[src/rtl/uart_fifo_core.sv]
// Single-clock UART: shared baud tick, TX and RX FIFOs, configurable frame format
// (data/parity/stop bits) and sticky error flags cleared by err_clr.
module uart_fifo_core #(
   parameter int DATA_BITS  = 8,
   parameter int PARITY     = 0,
   parameter int STOP_BITS  = 1,
   parameter int CLK_DIV    = 27,
   parameter int OVERSAMPLE = 16,
   parameter int FIFO_DEPTH = 16
) (
   input  logic                 clk,
   input  logic                 reset_n,
   input  logic [DATA_BITS-1:0] tx_data,
   input  logic                 tx_wr,
   output logic                 tx_full,
   output logic                 tx_idle,
   output logic                 tx_out,
   input  logic                 rx_in,
   output logic [DATA_BITS-1:0] rx_data,
   input  logic                 rx_rd,
   output logic                 rx_empty,
   input  logic                 err_clr,
   output logic                 tx_over_run,
   output logic                 rx_over_run,
   output logic                 rx_frame_err,
   output logic                 rx_parity_err
);

   localparam int AW    = $clog2(FIFO_DEPTH);
   localparam int DIV_W = (CLK_DIV > 1) ? $clog2(CLK_DIV) : 1;
   localparam int OS_W  = $clog2(OVERSAMPLE);
   localparam int BC_W  = $clog2(DATA_BITS + 1);

   localparam logic [DIV_W-1:0] DIV_LAST  = DIV_W'(CLK_DIV - 1);
   localparam logic [OS_W-1:0]  OS_LAST   = OS_W'(OVERSAMPLE - 1);
   localparam logic [OS_W-1:0]  OS_MID    = OS_W'(OVERSAMPLE / 2 - 1);
   localparam logic [BC_W-1:0]  DATA_LAST = BC_W'(DATA_BITS - 1);
   localparam logic [BC_W-1:0]  STOP_LAST = BC_W'(STOP_BITS - 1);

   typedef enum logic [2:0] {S_IDLE, S_START, S_DATA, S_PARITY, S_STOP} state_t;

   function automatic logic parity_of(input logic [DATA_BITS-1:0] d);
      return (PARITY == 2) ? ~^d : ^d;
   endfunction

   function automatic logic line_level(input state_t s, input logic [DATA_BITS-1:0] sh,
                                       input logic p);
      case (s)
         S_START:  return 1'b0;
         S_DATA:   return sh[0];
         S_PARITY: return p;
         default:  return 1'b1;
      endcase
   endfunction

   // ---------------- baud tick ----------------
   logic [DIV_W-1:0] div_cnt;
   logic             tick;

   assign tick = (div_cnt == DIV_LAST);

   always_ff @(posedge clk) begin
      if (!reset_n)  div_cnt <= '0;
      else if (tick) div_cnt <= '0;
      else           div_cnt <= div_cnt + 1'b1;
   end

   // ---------------- TX FIFO ----------------
   logic [DATA_BITS-1:0] tx_mem [FIFO_DEPTH];
   logic [AW:0]          tx_wp, tx_rp;
   logic                 tx_empty, tx_push, tx_pop;
   logic [DATA_BITS-1:0] tx_head;

   assign tx_empty = (tx_wp == tx_rp);
   assign tx_full  = (tx_wp[AW] != tx_rp[AW]) && (tx_wp[AW-1:0] == tx_rp[AW-1:0]);
   assign tx_push  = tx_wr && !tx_full;
   assign tx_head  = tx_mem[tx_rp[AW-1:0]];

   // NOTE: storage arrays carry no reset; the pointers alone define which entries are valid.
   always_ff @(posedge clk) begin
      if (tx_push) tx_mem[tx_wp[AW-1:0]] <= tx_data;
   end

   // ---------------- TX FSM ----------------
   state_t               tx_state, tx_state_n;
   logic [OS_W-1:0]      tx_tick, tx_tick_n;
   logic [BC_W-1:0]      tx_bit, tx_bit_n;
   logic [DATA_BITS-1:0] tx_shift, tx_shift_n;
   logic                 tx_par, tx_par_n;

   always_comb begin
      // NOTE: every next-state variable takes its hold value first, so no path leaves one unassigned (no latches).
      tx_state_n = tx_state;
      tx_tick_n  = tx_tick;
      tx_bit_n   = tx_bit;
      tx_shift_n = tx_shift;
      tx_par_n   = tx_par;
      tx_pop     = 1'b0;
      case (tx_state)
         S_IDLE: begin
            if (tick && !tx_empty) begin
               tx_pop     = 1'b1;
               tx_state_n = S_START;
               tx_tick_n  = '0;
            end
         end
         default: begin
            if (tick) begin
               if (tx_tick != OS_LAST) begin
                  tx_tick_n = tx_tick + 1'b1;
               end else begin
                  tx_tick_n = '0;
                  tx_bit_n  = '0;
                  case (tx_state)
                     S_START: tx_state_n = S_DATA;
                     S_DATA: begin
                        tx_shift_n = tx_shift >> 1;
                        if (tx_bit == DATA_LAST) tx_state_n = (PARITY != 0) ? S_PARITY : S_STOP;
                        else                     tx_bit_n   = tx_bit + 1'b1;
                     end
                     S_PARITY: tx_state_n = S_STOP;
                     S_STOP: begin
                        // Chain straight into the next start bit so frames leave back to back.
                        if (tx_bit != STOP_LAST) begin
                           tx_bit_n = tx_bit + 1'b1;
                        end else if (!tx_empty) begin
                           tx_pop     = 1'b1;
                           tx_state_n = S_START;
                        end else begin
                           tx_state_n = S_IDLE;
                        end
                     end
                     default: tx_state_n = S_IDLE;
                  endcase
               end
            end
         end
      endcase
      if (tx_pop) begin
         tx_shift_n = tx_head;
         tx_par_n   = parity_of(tx_head);
      end
   end

   always_ff @(posedge clk) begin
      if (!reset_n) begin
         tx_state <= S_IDLE;
         tx_tick  <= '0;
         tx_bit   <= '0;
         tx_shift <= '0;
         tx_par   <= 1'b0;
         tx_out   <= 1'b1;
         tx_wp    <= '0;
         tx_rp    <= '0;
      end else begin
         tx_state <= tx_state_n;
         tx_tick  <= tx_tick_n;
         tx_bit   <= tx_bit_n;
         tx_shift <= tx_shift_n;
         tx_par   <= tx_par_n;
         tx_out   <= line_level(tx_state_n, tx_shift_n, tx_par_n);
         if (tx_push) tx_wp <= tx_wp + 1'b1;
         if (tx_pop)  tx_rp <= tx_rp + 1'b1;
      end
   end

   assign tx_idle = (tx_state == S_IDLE) && tx_empty;

   // ---------------- RX synchroniser and FSM ----------------
   logic [1:0]           rx_sync;
   logic                 rx_s;
   state_t               rx_state, rx_state_n;
   logic [OS_W-1:0]      rx_tick, rx_tick_n;
   logic [BC_W-1:0]      rx_bit, rx_bit_n;
   logic [DATA_BITS-1:0] rx_shift, rx_shift_n;
   logic                 rx_par, rx_par_n;
   logic                 rx_done;

   assign rx_s = rx_sync[1];

   always_comb begin
      rx_state_n = rx_state;
      rx_tick_n  = rx_tick;
      rx_bit_n   = rx_bit;
      rx_shift_n = rx_shift;
      rx_par_n   = rx_par;
      rx_done    = 1'b0;
      if (tick) begin
         case (rx_state)
            S_IDLE: begin
               if (!rx_s) begin
                  rx_state_n = S_START;
                  rx_tick_n  = '0;
               end
            end
            S_START: begin
               if (rx_tick != OS_MID) begin
                  rx_tick_n = rx_tick + 1'b1;
               end else begin
                  rx_tick_n  = '0;
                  rx_bit_n   = '0;
                  rx_state_n = rx_s ? S_IDLE : S_DATA;
               end
            end
            default: begin
               if (rx_tick != OS_LAST) begin
                  rx_tick_n = rx_tick + 1'b1;
               end else begin
                  rx_tick_n = '0;
                  case (rx_state)
                     S_DATA: begin
                        rx_shift_n = {rx_s, rx_shift[DATA_BITS-1:1]};
                        if (rx_bit == DATA_LAST) rx_state_n = (PARITY != 0) ? S_PARITY : S_STOP;
                        else                     rx_bit_n   = rx_bit + 1'b1;
                     end
                     S_PARITY: begin
                        rx_par_n   = rx_s;
                        rx_state_n = S_STOP;
                     end
                     default: begin
                        rx_done    = 1'b1;
                        rx_state_n = S_IDLE;
                     end
                  endcase
               end
            end
         endcase
      end
   end

   // ---------------- RX FIFO and completion ----------------
   logic [DATA_BITS-1:0] rx_mem [FIFO_DEPTH];
   logic [AW:0]          rx_wp, rx_rp;
   logic                 rx_full, rx_push, rx_pop, par_ok, rx_good;

   assign rx_empty = (rx_wp == rx_rp);
   assign rx_full  = (rx_wp[AW] != rx_rp[AW]) && (rx_wp[AW-1:0] == rx_rp[AW-1:0]);
   assign rx_data  = rx_empty ? '0 : rx_mem[rx_rp[AW-1:0]];
   assign par_ok   = (PARITY == 0) || (parity_of(rx_shift) == rx_par);
   assign rx_good  = rx_done && rx_s && par_ok;
   assign rx_pop   = rx_rd && !rx_empty;
   assign rx_push  = rx_good && (!rx_full || rx_rd);

   always_ff @(posedge clk) begin
      if (rx_push) rx_mem[rx_wp[AW-1:0]] <= rx_shift;
   end

   always_ff @(posedge clk) begin
      if (!reset_n) begin
         rx_sync  <= 2'b11;
         rx_state <= S_IDLE;
         rx_tick  <= '0;
         rx_bit   <= '0;
         rx_shift <= '0;
         rx_par   <= 1'b0;
         rx_wp    <= '0;
         rx_rp    <= '0;
      end else begin
         rx_sync  <= {rx_sync[0], rx_in};
         rx_state <= rx_state_n;
         rx_tick  <= rx_tick_n;
         rx_bit   <= rx_bit_n;
         rx_shift <= rx_shift_n;
         rx_par   <= rx_par_n;
         if (rx_push) rx_wp <= rx_wp + 1'b1;
         if (rx_pop)  rx_rp <= rx_rp + 1'b1;
      end
   end

   // Sticky flags: a new error in the same cycle as err_clr wins.
   always_ff @(posedge clk) begin
      if (!reset_n) begin
         tx_over_run   <= 1'b0;
         rx_over_run   <= 1'b0;
         rx_frame_err  <= 1'b0;
         rx_parity_err <= 1'b0;
      end else begin
         if (tx_wr && tx_full)                 tx_over_run   <= 1'b1;
         else if (err_clr)                     tx_over_run   <= 1'b0;
         if (rx_good && rx_full && !rx_rd)     rx_over_run   <= 1'b1;
         else if (err_clr)                     rx_over_run   <= 1'b0;
         if (rx_done && !rx_s)                 rx_frame_err  <= 1'b1;
         else if (err_clr)                     rx_frame_err  <= 1'b0;
         if (rx_done && rx_s && !par_ok)       rx_parity_err <= 1'b1;
         else if (err_clr)                     rx_parity_err <= 1'b0;
      end
   end

endmodule

[config.mk]
export PLATFORM = sky130hd
export DESIGN_NAME = uart_fifo_core
export DESIGN_NICKNAME = d
export VERILOG_FILES = /design/src/rtl/uart_fifo_core.sv
export SDC_FILE = /design/constraint.sdc
export NUM_CORES = 1
export LEC_CHECK = 0
export ABC_AREA = 1
export CORE_MARGIN = 2
export CORE_UTILIZATION = 67
export CTS_CLUSTER_DIAMETER = 40
export DETAILED_ROUTE_END_ITERATION = 16
export GPL_TIMING_DRIVEN = 0
export PLACE_DENSITY = 0.85
export REMOVE_ABC_BUFFERS = 1
export SLEW_MARGIN = 20
export SYNTH_ARGS = -nofsm -noshare
export SYNTH_HDL_FRONTEND = slang
export SYNTH_SLANG_ARGS = --single-unit
[constraint.sdc]
create_clock -name clk -period 6.7 [get_ports clk]
set_input_delay 1.005 -clock clk [delete_from_list [all_inputs] [get_ports clk]]
set_output_delay 1.005 -clock clk [all_outputs]
set_load 0.1 [all_outputs]
==> reports/results.ini <==
[run_status]
outcome = completed

[critical_path]
worstPathMaxFanout = 33
crit_buf_inv = 2
end_kind = output pin
crit_family = buffers and inverters
critPathKind = flip-flop to output pin
worstPathRequired_ps = 5690
setup.worst_path.start_class = flip-flop
cp_slowest_cell = clkdlybuf4s50_1
arrival_ps = 4130
cp_cell_sequence = inv_1 -> o211ai_1 -> nand3_1 -> a21oi_1 -> clkdlybuf4s50_1
worstSetupPathDepth = 5
r2r_cells = 15
cp_slowest_stage_delay_ps = 1150

[clocking]
cts_tree = done
cts_hold_buf = 0
cts_setup_buffers = 0
cts-buffers-inserted = 37
cts-htree-levels = 2
cts.sinks = 334
root_buffer = clkbuf_16
cts.clk_slew.worst_paths_ps = 60
clk_latency_ps = 520
cts_buffer_depth = 3
ctsResizeCount = 0

[timing]
post-route-period-util_pct = 76.69
setup_viol = 0
slew_headroom_pct = 26.74
fmax_ghz = 0.1946
fin_crit_ps = 5138
hold_slack_ps = 410.4
slew_viol_final = 0
worst_pin_slew_ps = 1098
tns_ps = 0
setup_ws_ps = 1562
hold_viol_final = 0
rsz0062_at_grt = no
fin_skew_ps = 14.78

[logic_synthesis]
synth-edff-count = 256
avgSynthCellArea_um2 = 10.30
ys_seq_area_share_pct = 64.24
yosys.area.top_type = edfxtp_1
synth-seq-cells = 334
synthTopCellsByArea = edfxtp_1 53%, dfxtp_1 11%, nand2_1 7.4%
synth_warnings = 0
yosysTopAreaCellShare_pct = 53.39
synthCells = 1398
ys.flop_type = edfxtp_1
asyncSetResetFlopFracSynth_pct = 0
yosysUniqueCellTypes = 44
netlist_area_um2 = 14400

[place]
placed_area_um2 = 14810
io_buffers = 28
post-place-ws_ps = 2175
dp.cells = 1648
gp_congestion = 0.8646
hpwl_um = 18380

[routing]
drt-total-wl_um = 30660
first_pass_iters = 6
drtIter0Drc = 1010
viasPerCell = 5.794
drc = 0
routedWlPerCell_um = 17.87
via_count = 9943
drt.antenna.violating_nets = 0

[die]
rows = 53
initial_core_util_pct = 68.27
io_pins = 30
fp.dieArea_um2 = 22680
die_x_um = 150.6
die_h_um = 150.6
coreArea_um2 = 21090

[cells_and_area]
final_cell_area_um2 = 15980
instances_no_fill = 1716
most-common-layout-cells = 283 x nand2_1, 256 x edfxtp_1, 197 x inv_1
final_util_pct = 75.78
drive_gt1_share_pct = 6.246
antenna_cells = 0
area_growth_pct = 10.99
fillers = 1302
multiInputGateArea_um2 = 4139
fin_nets = 1443
seq_area_um2 = 9259
layout_commonest_cell = nand2_1

[global_route]
grt_usage_pct = 27.67
antenna_found_initial = 0
first_global_vias = 9424
grt_overflow = 0
grt_max_degree = 68
use_met2_pct = 46.82
met3_usage_pct = 4.515
grt_pass1_wl_um = 48260
use_met1_pct = 36.62
grt.busiest_layer = met2

[flow_run]
cap_violations = 0

[power]
total_power_mw = 4.313
vdd.ir_drop.worst_uv = 237.8
p_leak_nw = 6.222
p_per_area_nw_per_um2 = 269.9

[min_path]
min_from = rx_sync[0]
hold_path_class = flip-flop to flip-flop
min_path_cells = 1

## synth_stat cells (7+ instances only)
cell,n
a21oi_1,85
edfxtp_1,256
nand2_1,283
clkbuf_1,34
nor3_1,10
mux2i_1,32
o211ai_1,33
inv_1,198
xor2_1,9
o21ai_0,61
dfxtp_1,78
ha_1,17
buf_2,12
nand3_1,118
nor2_1,101
xnor2_1,7
## sequential cells by signal, summed over array words and instances, names as in the netlist, 2 cells and up, named ones only
signal and count:
rx_mem 128, tx_mem 128, rx_shift 8, tx_shift 8, div_cnt 5, rx_rp 5, rx_wp 5, tx_rp 5
tx_wp 5, rx_bit 4, rx_tick 4, tx_bit 4, tx_tick 4, rx_state 3, tx_state 3, rx_sync 2
## kinds of logic (layout without fill, tap and decap cells)
family                   Yosys count  count (layout)  share of synthesized area (%)
AO/OA/AOI/OAI                    202             202                          8.065
XOR/XNOR                          16              16                         0.9734
adder cells (fa/ha/maj)           17              17                          1.477
buffers and inverters            258             301                          7.013
flip-flops                       334             334                          64.24
multiplexers                      33              33                          2.303
other                              1               1                        0.02605
AND/OR/NAND/NOR                  537             537                          15.90
## per-layer routing
metal,up-vias,wire (um),part of all wire (%)
met5,-,0,0
met4,0,913,3.0
met3,88,2599,8.5
met2,482,15220,50
met1,4645,11930,39
li1,4728,-,-
## path summary, 6_finish.rpt
path,to,slack (ps)
worst max register to register,tx_out,3510
worst min register to register,rx_sync[1],410
worst min-delay path,rx_sync[1],410
worst max-delay path,rx_data[5],1560
## report_power, final
group | internal (mW) | switching (mW) | total [mW] | leakage [nW]
registers | 2.23 | 0.0166 | 2.24 | 3.28
logic | 0.0492 | 0.104 | 0.153 | 2.37
clock network | 1.09 | 0.828 | 1.92 | 0.571
## layout make-up
cell class / count / share of cell area, %
Clock inverter: 22 / 1.080
Inverter: 204 / 4.792
Timing Repair Buffer: 29 / 1.879
Multi-Input combinational cell: 806 / 25.90
Sequential cell: 334 / 57.94
Clock buffer: 46 / 6.256
Tap cell: 275 / 2.153
Note: power is estimated with default switching activity, not from simulation.
